<file path="config.mk">
export PLATFORM = sky130hd
export DESIGN_NAME = memory_layer_node_release
export DESIGN_NICKNAME = d
export VERILOG_FILES = /design/src/rtl/GAM_package.sv /design/src/rtl/node_max_tree.sv /design/src/rtl/memory_layer_node_release.sv
export SDC_FILE = /design/constraint.sdc
export NUM_CORES = 2
export LEC_CHECK = 0
export CAP_MARGIN = 15
export CORE_ASPECT_RATIO = 0.75
export CORE_MARGIN = 2
export CORE_UTILIZATION = 58
export DETAILED_ROUTE_END_ITERATION = 6
export GPL_ROUTABILITY_DRIVEN = 0
export PLACE_DENSITY_LB_ADDON = 0.05
export SLEW_MARGIN = 20
export SYNTH_ARGS = -nofsm -noshare
export SYNTH_HDL_FRONTEND = slang
export SYNTH_SLANG_ARGS = --single-unit
export TNS_END_PERCENT = 10
</file>
<file path="constraint.sdc">
create_clock -name clk -period 35 [get_ports clk]
set_input_delay 7 -clock clk [delete_from_list [all_inputs] [get_ports clk]]
set_output_delay 7 -clock clk [all_outputs]
set_load 0.02 [all_outputs]
</file>
<file path="src/rtl/GAM_package.sv">
// Shared defaults, index/count types and the release FSM state encoding
// for the per-class node release block.
package GAM_package;

    localparam int unsigned NUM_CLASSES_DEF = 16;
    localparam int unsigned COUNT_W_DEF     = 16;
    localparam int unsigned REL_W_DEF       = 8;
    localparam int unsigned CLS_W_DEF       = $clog2(NUM_CLASSES_DEF);

    typedef logic [CLS_W_DEF-1:0]   class_idx_t;
    typedef logic [COUNT_W_DEF-1:0] node_count_t;

    typedef enum logic [1:0] {
        IDLE   = 2'd0,
        READ   = 2'd1,
        UPDATE = 2'd2,
        RESP   = 2'd3
    } rel_state_e;

endpackage

</file>
<file path="src/rtl/node_max_tree.sv">
// Combinational maximum over all per-class node counts.
module node_max_tree #(
    parameter int unsigned NUM = 16,
    parameter int unsigned W   = 16
) (
    input  logic [W-1:0] vals_i [NUM],
    output logic [W-1:0] max_o
);

    always_comb begin
        max_o = '0;
        for (int i = 0; i < NUM; i++) begin
            if (vals_i[i] > max_o) begin
                max_o = vals_i[i];
            end
        end
    end

endmodule

</file>
<file path="src/rtl/memory_layer_node_release.sv">
// Per-class node count table with saturating increments and a handshaked
// release path (IDLE -> READ -> UPDATE -> RESP), plus a registered maximum.
module memory_layer_node_release
    import GAM_package::*;
#(
    parameter int unsigned NUM_CLASSES = NUM_CLASSES_DEF,
    parameter int unsigned COUNT_W     = COUNT_W_DEF,
    parameter int unsigned REL_W       = REL_W_DEF
) (
    input  logic                           clk,
    input  logic                           rst,
    input  logic                           inc_en,
    input  logic [$clog2(NUM_CLASSES)-1:0] inc_class,
    input  logic                           rel_valid,
    output logic                           rel_ready,
    input  logic [$clog2(NUM_CLASSES)-1:0] rel_class,
    input  logic [REL_W-1:0]               rel_num,
    output logic                           rsp_valid,
    input  logic                           rsp_ready,
    output logic [COUNT_W-1:0]             rsp_count,
    output logic                           rsp_err,
    output logic [COUNT_W-1:0]             node_max
);

    localparam int unsigned CLS_W = $clog2(NUM_CLASSES);
    localparam int unsigned CMP_W = (COUNT_W > REL_W) ? COUNT_W : REL_W;
    localparam logic [COUNT_W-1:0] CNT_MAX = {COUNT_W{1'b1}};

    function automatic logic [COUNT_W-1:0] sat_inc(input logic [COUNT_W-1:0] v);
        return (v == CNT_MAX) ? v : v + COUNT_W'(1);
    endfunction

    rel_state_e         state_q;
    logic               rel_ready_q;
    logic               rsp_valid_q;
    logic [COUNT_W-1:0] rsp_count_q;
    logic               rsp_err_q;
    logic [COUNT_W-1:0] node_max_q;
    logic [CLS_W-1:0]   cls_q;
    logic [REL_W-1:0]   num_q;
    logic               oor_q;
    logic [COUNT_W-1:0] hold_q;
    logic [COUNT_W-1:0] hold_d;
    logic [COUNT_W-1:0] table_q [NUM_CLASSES];
    logic [COUNT_W-1:0] table_d [NUM_CLASSES];

    logic               inc_ok_c;
    logic               inc_hit_c;
    logic [COUNT_W-1:0] rd_val_c;
    logic               under_c;
    logic [COUNT_W-1:0] sub_c;
    logic [COUNT_W-1:0] upd_val_c;
    logic [COUNT_W-1:0] max_c;

    // An increment landing on the in-flight class must be folded into it.
    assign inc_ok_c  = inc_en && (32'(inc_class) < NUM_CLASSES);
    assign inc_hit_c = inc_ok_c && (inc_class == cls_q);
    assign rd_val_c  = oor_q ? '0 : table_q[cls_q];
    assign hold_d    = inc_hit_c ? sat_inc(rd_val_c) : rd_val_c;

    assign under_c   = CMP_W'(num_q) > CMP_W'(hold_q);
    assign sub_c     = under_c ? '0 : COUNT_W'(CMP_W'(hold_q) - CMP_W'(num_q));
    assign upd_val_c = inc_hit_c ? sat_inc(sub_c) : sub_c;

    // Release write-back already includes any same-class increment.
    always_comb begin
        table_d = table_q;
        if (inc_ok_c) begin
            table_d[inc_class] = sat_inc(table_q[inc_class]);
        end
        if ((state_q == UPDATE) && !oor_q) begin
            table_d[cls_q] = upd_val_c;
        end
    end

    node_max_tree #(
        .NUM (NUM_CLASSES),
        .W   (COUNT_W)
    ) u_node_max_tree (
        .vals_i (table_q),
        .max_o  (max_c)
    );

    always_ff @(posedge clk) begin
        if (rst) begin
            state_q     <= IDLE;
            rel_ready_q <= 1'b1;
            rsp_valid_q <= 1'b0;
            rsp_count_q <= '0;
            rsp_err_q   <= 1'b0;
            node_max_q  <= '0;
            cls_q       <= '0;
            num_q       <= '0;
            oor_q       <= 1'b0;
            hold_q      <= '0;
            table_q     <= '{default: '0};
        end else begin
            table_q    <= table_d;
            node_max_q <= max_c;
            case (state_q)
                IDLE: begin
                    if (rel_valid && rel_ready_q) begin
                        cls_q       <= rel_class;
                        num_q       <= rel_num;
                        oor_q       <= !(32'(rel_class) < NUM_CLASSES);
                        rel_ready_q <= 1'b0;
                        state_q     <= READ;
                    end
                end
                READ: begin
                    hold_q  <= hold_d;
                    state_q <= UPDATE;
                end
                UPDATE: begin
                    rsp_valid_q <= 1'b1;
                    rsp_count_q <= oor_q ? '0 : upd_val_c;
                    rsp_err_q   <= oor_q | under_c;
                    state_q     <= RESP;
                end
                RESP: begin
                    if (rsp_ready) begin
                        rsp_valid_q <= 1'b0;
                        rel_ready_q <= 1'b1;
                        state_q     <= IDLE;
                    end
                end
                default: state_q <= IDLE;
            endcase
        end
    end

    assign rel_ready = rel_ready_q;
    assign rsp_valid = rsp_valid_q;
    assign rsp_count = rsp_count_q;
    assign rsp_err   = rsp_err_q;
    assign node_max  = node_max_q;

endmodule
</file>
# Yosys cells after proc, flatten, opt, wreduce, memory -nomap -nowiden
# Cells that the tools add are included.
dict set report totals {
  register_bits 321
  inputBits 21
  word_cells 116
}
dict set report op_classes {
  n_addsub 4
  order_cmp 21
  n_eq_ne 9
  n_mux 44
  bitwise 2
  n_reduce_logical 11
}
# cell n
set ops {}
lappend ops {{$bwmux 256} 2}
lappend ops {{$mux 256} 2}
lappend ops {{$mux 16} 28}
lappend ops {{$gt 16x16->1} 15}
lappend ops {{$bmux 16 s4} 2}
lappend ops {{$demux 16 s4} 2}
lappend ops {{$add 16x1->16 const B} 3}
lappend ops {{$eq 16x16->1 const B} 3}
lappend ops {{$gt 16x1->1 const B} 1}
lappend ops {{$gt 8x16->1} 1}
lappend ops {{$sub 16x8->16} 1}
lappend ops {{$ge 5x5->1 const B} 2}
lappend ops {{$lt 5x1->1 const B} 2}
lappend ops {{$not 4->5} 2}
lappend ops {{$pmux 2 s4} 1}
lappend ops {{$reduce_and 2->1} 3}
lappend ops {{$eq 2x2->1 const B} 2}
lappend ops {{$eq 4x4->1} 1}
lappend ops {{$logic_and 1x1->1} 4}
lappend ops {{$mux 2} 2}
lappend ops {{$ne 2x2->1 const B} 2}
lappend ops {{$pmux 1 s2} 2}
lappend ops {{$reduce_bool 2->1} 2}
lappend ops {{$mux 1} 3}
lappend ops {{3 further kinds} 3}

# Logic depth before layout (Yosys ltp)
dict set report logic_depth {
  depth_word 32
  ltp_mapped 232
  depth_no_buf 214
}

# By module
# From an unflattened synthesis, not the netlist that was laid out.
dict set report hier_totals {
  cells_unflattened 3706
  hier_area_um2 30180.2
}
# module instances cells_per_inst area_per_inst_um2
set by_module_without_submodules {}
lappend by_module_without_submodules {memory_layer_node_release 1 2280 20208.1}
lappend by_module_without_submodules {node_max_tree 1 1426 9972.1}

# Worst setup path before layout
# Ideal clock, no wire load.
dict set report synth_timing {
  path_type {reg2reg}
  start {register table_q[241] (netlist bit)}
  end {register node_max_q[10], in the netlist node_max[10]}
  setup_ns 0.095
  arrival_ns 37.232
  t_required_ns 34.905
  path_slack_ns -2.327
  stages_incl_launch_ff 225
  n_path_buf 20
  cell_sequence {dfxtp_1 -> inv_1 -> ha_1 -> nor2b_1 -> o211ai_1 -> a2111o_1 -> a31oi_1 -> buf_4 -> buf_1 -> mux2i_1 -> ha_1 -> a21oi_1 -> o21ai_1 -> a221oi_1 -> nor2_1 -> o41a_1 -> a41o_1 -> nor2_1 -> [... 189 more ...] -> mux2_4 -> ha_1 -> o21ai_0 -> nand2b_1 -> a21oi_1 -> nor2b_1 -> o21ai_0 -> nand2b_1 -> a21oi_1 -> nor2b_1 -> o21ai_0 -> a21boi_0 -> o21ai_0 -> a22oi_1 -> inv_1 -> nand2_1 -> clkbuf_1 -> o311ai_1}
}
dict set report synth_between {
  elab_chain_len 32
}
# item line_no
set synth_rtl {}
lappend synth_rtl {{start: declaration} memory_layer_node_release.sv:44} ;# logic [COUNT_W-1:0] table_q [NUM_CLASSES];
lappend synth_rtl {{start signal: assignment} memory_layer_node_release.sv:98} ;# table_q <= table_d;
lappend synth_rtl {{$gt 16x1->1} node_max_tree.sv:13} ;# if (vals_i[i] > max_o) begin
lappend synth_rtl {{$mux 16 (*)} node_max_tree.sv:13}
lappend synth_rtl {{$gt 16x16->1} node_max_tree.sv:13}
lappend synth_rtl {{$mux 16 (*)} node_max_tree.sv:13}
lappend synth_rtl {{$gt 16x16->1} node_max_tree.sv:13}
lappend synth_rtl {{$mux 16 (*)} node_max_tree.sv:13}
lappend synth_rtl {{$gt 16x16->1} node_max_tree.sv:13}
lappend synth_rtl {{$mux 16 (*)} node_max_tree.sv:13}
lappend synth_rtl {{[... 16 more ...]} -}
lappend synth_rtl {{$gt 16x16->1} node_max_tree.sv:13}
lappend synth_rtl {{$mux 16 (*)} node_max_tree.sv:13}
lappend synth_rtl {{$gt 16x16->1} node_max_tree.sv:13}
lappend synth_rtl {{$mux 16 (*)} node_max_tree.sv:13}
lappend synth_rtl {{$gt 16x16->1} node_max_tree.sv:13}
lappend synth_rtl {{$mux 16 (*)} node_max_tree.sv:13}
lappend synth_rtl {{$gt 16x16->1} node_max_tree.sv:13}
lappend synth_rtl {{$mux 16 (*)} node_max_tree.sv:13}
lappend synth_rtl {{end signal: assignment} memory_layer_node_release.sv:99} ;# node_max_q <= max_c;
lappend synth_rtl {{end: declaration} memory_layer_node_release.sv:38} ;# logic [COUNT_W-1:0] node_max_q;
# Every way passes the cells marked *; elsewhere a longest branch is shown, timed or not.
# A chain may end at the register's enable or synchronous reset.

# Worst setup path after layout
dict set report layout_timing {
  start {register table_q[241] (netlist bit)}
  end {register node_max_q[9], in the netlist node_max[9]}
}
# The elaborated chain is that of the path after synthesis.

==> metrics.md <==
| Metric | Value |
|---|---|
| Htree depth | `2` |
| Vias in the first global route | `between 20,000 and 30,000` |
| WS Path Type | `reg -> reg` |
| Worst Hold Class | `reg -> reg` |
| Final HPWL DP | `slightly below 90,000 µm` |
| CTS Sinks | `about 320` |
| GRT Total Usage | `0.461` |
| # fillers | `approximately 3,600` |
| Via density | `between 7 and 8` |
| Starting Density | `0.591` |
| WP data required | `35.46 ns` |
| Area after DPL | `~0.031 mm²` |
| Cells after Synth | `about 3,600` |
| CTS Hold Buffers Added | `0` |
| Crit path max-delay family | `compound AO/OA/AOI/OAI gates` |
| Seq/Total Area, Yosys | `0.222` |
| Critical path fanouts, max | `14` |
| Fmax | `a little under 30 MHz` |
| Post-Place Worst Slack | `-1.97 ns` |
| First-pass GRT wire length | `between 150,000 and 200,000 µm` |
| Initial antenna violation count | `10` |
| Synth unique cells | `around 110` |
| Post-synth EDFFs | `0` |
| Chip width | `between 200 and 300 µm` |
| Yosys warning count | `0` |
| Critical path's most frequent cell | `a21oi_2` |
| CTS tree | `yes` |
| Slowest CP cell | `or4b_4` |
| Post-Syn Area | `just under 0.03 mm²` |
| Die Ht | `198 µm` |
| Final setup vio count | `0` |
| Critical path's largest stage delay | `between 0.5 and 0.6 ns` |
| Relative slew slack | `0.137` |
| Clk_skew | `about 0.021 ns` |
| Worst slew pin tran | `1.29 ns` |
| Main synth FF type | `dfxtp_1` |
| CP arrival | `approximately 35 ns` |
| Maximum clock path buffer count | `3` |
| Core area | `slightly below 0.05 mm²` |
| Area growth from synthesis to final layout | `22.4%` |
| Antenna viol nets, final | `0` |
| Failing checks | `DRC` |
| Post-Route WL | `~130,000 µm` |
| CTS Buf Count | `38` |
| WL per Instance | `28.2 µm` |
| Clock Latency Late Sink | `about 0.57 ns` |
| Startpoint types | `flop` |
| TNS Setup | `0 ns` |
| Drt initial violations | `about 5,300` |
| Largest net degree at the start of global routing | `between 100 and 150` |
| Final Hold Vio Count | `0` |
| Sequential cell area | `roughly 0.0064 mm²` |
| DRC | `3` |
| Max-Cap Viols | `0` |
| Pre-Repair DR Iteration Count | `7` |
| Status | `finished, violations left` |
| Buf+Inv Stages, Crit Path | `28` |
| CP Capture Type | `flop` |
| Post-synthesis average cell area | `~8 µm²` |
| Syn_nets | `between 3,000 and 4,000` |
| DIE AREA | `around 0.052 mm²` |
| Layout cells sized above 1 | `0.252` |
| Port Buffer Count | `55` |
| Area of the multi-input gates | `0.0230 mm²` |
| Period utilization | `0.982` |
| #FFs+latches synth | `roughly 320` |
| Vias | `approximately 32,000` |
| Pins Over Slew Limit | `0` |
| Fin worst setup slack | `0.625 ns` |
| Row cnt | `70` |
| Clk Tree Root Cell | `clkbuf_16` |
| Crit path time final | `around 34 ns` |
| Overflow after GRT | `0` |
| NumNets Final | `between 4,000 and 5,000` |
| Clock-pin slew on the worst setup and hold paths | `0.06 ns` |
| FFs w/ async S/R, synth | `0` |
| Final Cell Area | `roughly 0.035 mm²` |
| Io pins | `56` |
## flip-flops by register name (all words and copies together), names as in the netlist
| name | cells |
|---|---|
| cls_q | 4 |
| hold_q | 16 |
| node_max | 16 |
| num_q | 8 |
| rel_ready | 1 |
| rsp_count | 16 |
| rsp_err | 1 |
| rsp_valid | 1 |
| state_q | 2 |
| table_q | 256 |
## cell usage in the layout, fill, tap and decap left out, types with 34 or more instances in the layout
cell / instances
nor2_1: 653
dfxtp_1: 316
a21oi_1: 300
buf_4: 273
a211oi_1: 253
nand2_1: 220
inv_1: 188
ha_1: 187
mux4_2: 160
o21ai_0: 72
a21oi_2: 59
a21o_1: 55
clkdlybuf4s50_1: 52
nor3_1: 50
nand4_1: 49
mux2i_1: 49
nand3_1: 46
mux2_2: 45
clkbuf_16: 44
ha_4: 39
xor2_1: 35
nor2b_1: 34
## worst paths after layout
kind | slack (ns) | from | cells after the start | to
max reg2reg | 0.62 | table_q[241] | 203 | node_max[9]
min | 0.45 | num_q[6] | 2 | num_q[6]
max | 0.62 | table_q[241] | 203 | node_max[9]
min reg2reg | 0.45 | num_q[6] | 2 | num_q[6]
## worst reg2reg max path: cells and delay by family (launching register included)
| family | cells | cell delay (ns) |
|---|---|---|
| flops | 1 | 0.34 |
| simple gates | 56 | 7.75 |
| compound gates | 93 | 15.95 |
| mux | 11 | 3.50 |
| fa+ha+maj | 15 | 3.23 |
| buf+inv | 28 | 3.54 |
## what timing repair did
item,in CTS,in global routing
resized for setup,100,322
pin swaps,30,114
endpoints found under the setup margin,16,16
cloned,7,5
buffers inserted,23,80
## routing by layer
layer / global-route usage / routed length (µm) / vias to the layer above
met4: 0.215 / 8110 / 12
met3: 0.209 / 22900 / 629
met2: 0.619 / 48600 / 2736
met5: 0.0115 / 297 / -
li1: - / - / 13500
met1: 0.623 / 46200 / 14900
## area by class of cell
class | instances | area share
repair buffers | 362 | 0.0881
well taps | 648 | 0.0228
inverters | 223 | 0.0237
multi-input cells | 2841 | 0.647
flip-flops and latches | 321 | 0.181
clock buffers | 60 | 0.0335
diodes | 10 | 0.000705
clock inverters | 6 | 0.00303
## Yosys cell counts (8+ instances only)
cell type	n	area (µm²)
a211oi_1	258	1940
a21o_1	55	413
a21oi_1	366	1830
a31oi_1	18	113
and2_1	21	131
and3_1	32	200
buf_1	22	82.6
buf_2	11	55.1
clkbuf_1	217	815
dfxtp_1	321	6430
ha_1	231	2890
inv_1	220	826
mux2_2	60	676
mux2_4	16	240
mux2i_1	81	811
mux4_2	160	3600
nand2_1	232	871
nand2b_1	31	194
nand3_1	46	230
nand4_1	49	307
nor2_1	663	2490
nor2b_1	36	225
nor3_1	68	340
o211ai_1	25	188
o21a_1	8	60.1
o21ai_0	108	541
o21ai_1	14	70.1
o311ai_1	16	140
or2_2	12	75.1
or3_1	13	81.3
xnor2_1	29	254
xor2_1	39	342
## per-stage QoR
step / std cells / utilization / hold slack, ns
after CTS: 4375 / 0.676 / 0.458
after detailed placement: 4279 / 0.636 / 0.451
after floorplan: 3634 / - / 0.436
after global routing: 4466 / 0.723 / 0.481
after global placement: 4278 / 0.635 / 0.446
final: 4471 / 0.724 / 0.453
## logic make-up (layout without fill, tap and decap cells)
logic type / count (synthesis) / after routing / synth area share
AO/OA/AOI/OAI: 970 / 973 / 0.219
XOR/XNOR: 68 / 68 / 0.0205
adder cells (fa/ha/maj): 236 / 236 / 0.102
buffers and inverters: 478 / 651 / 0.0634
flip-flops: 321 / 321 / 0.222
multiplexers: 320 / 320 / 0.185
other: 0 / 10 / 0
AND/OR/NAND/NOR: 1241 / 1244 / 0.189
Power is not shown: default switching activity piles up to over one toggle a cycle in this logic, so the estimate is an artifact.
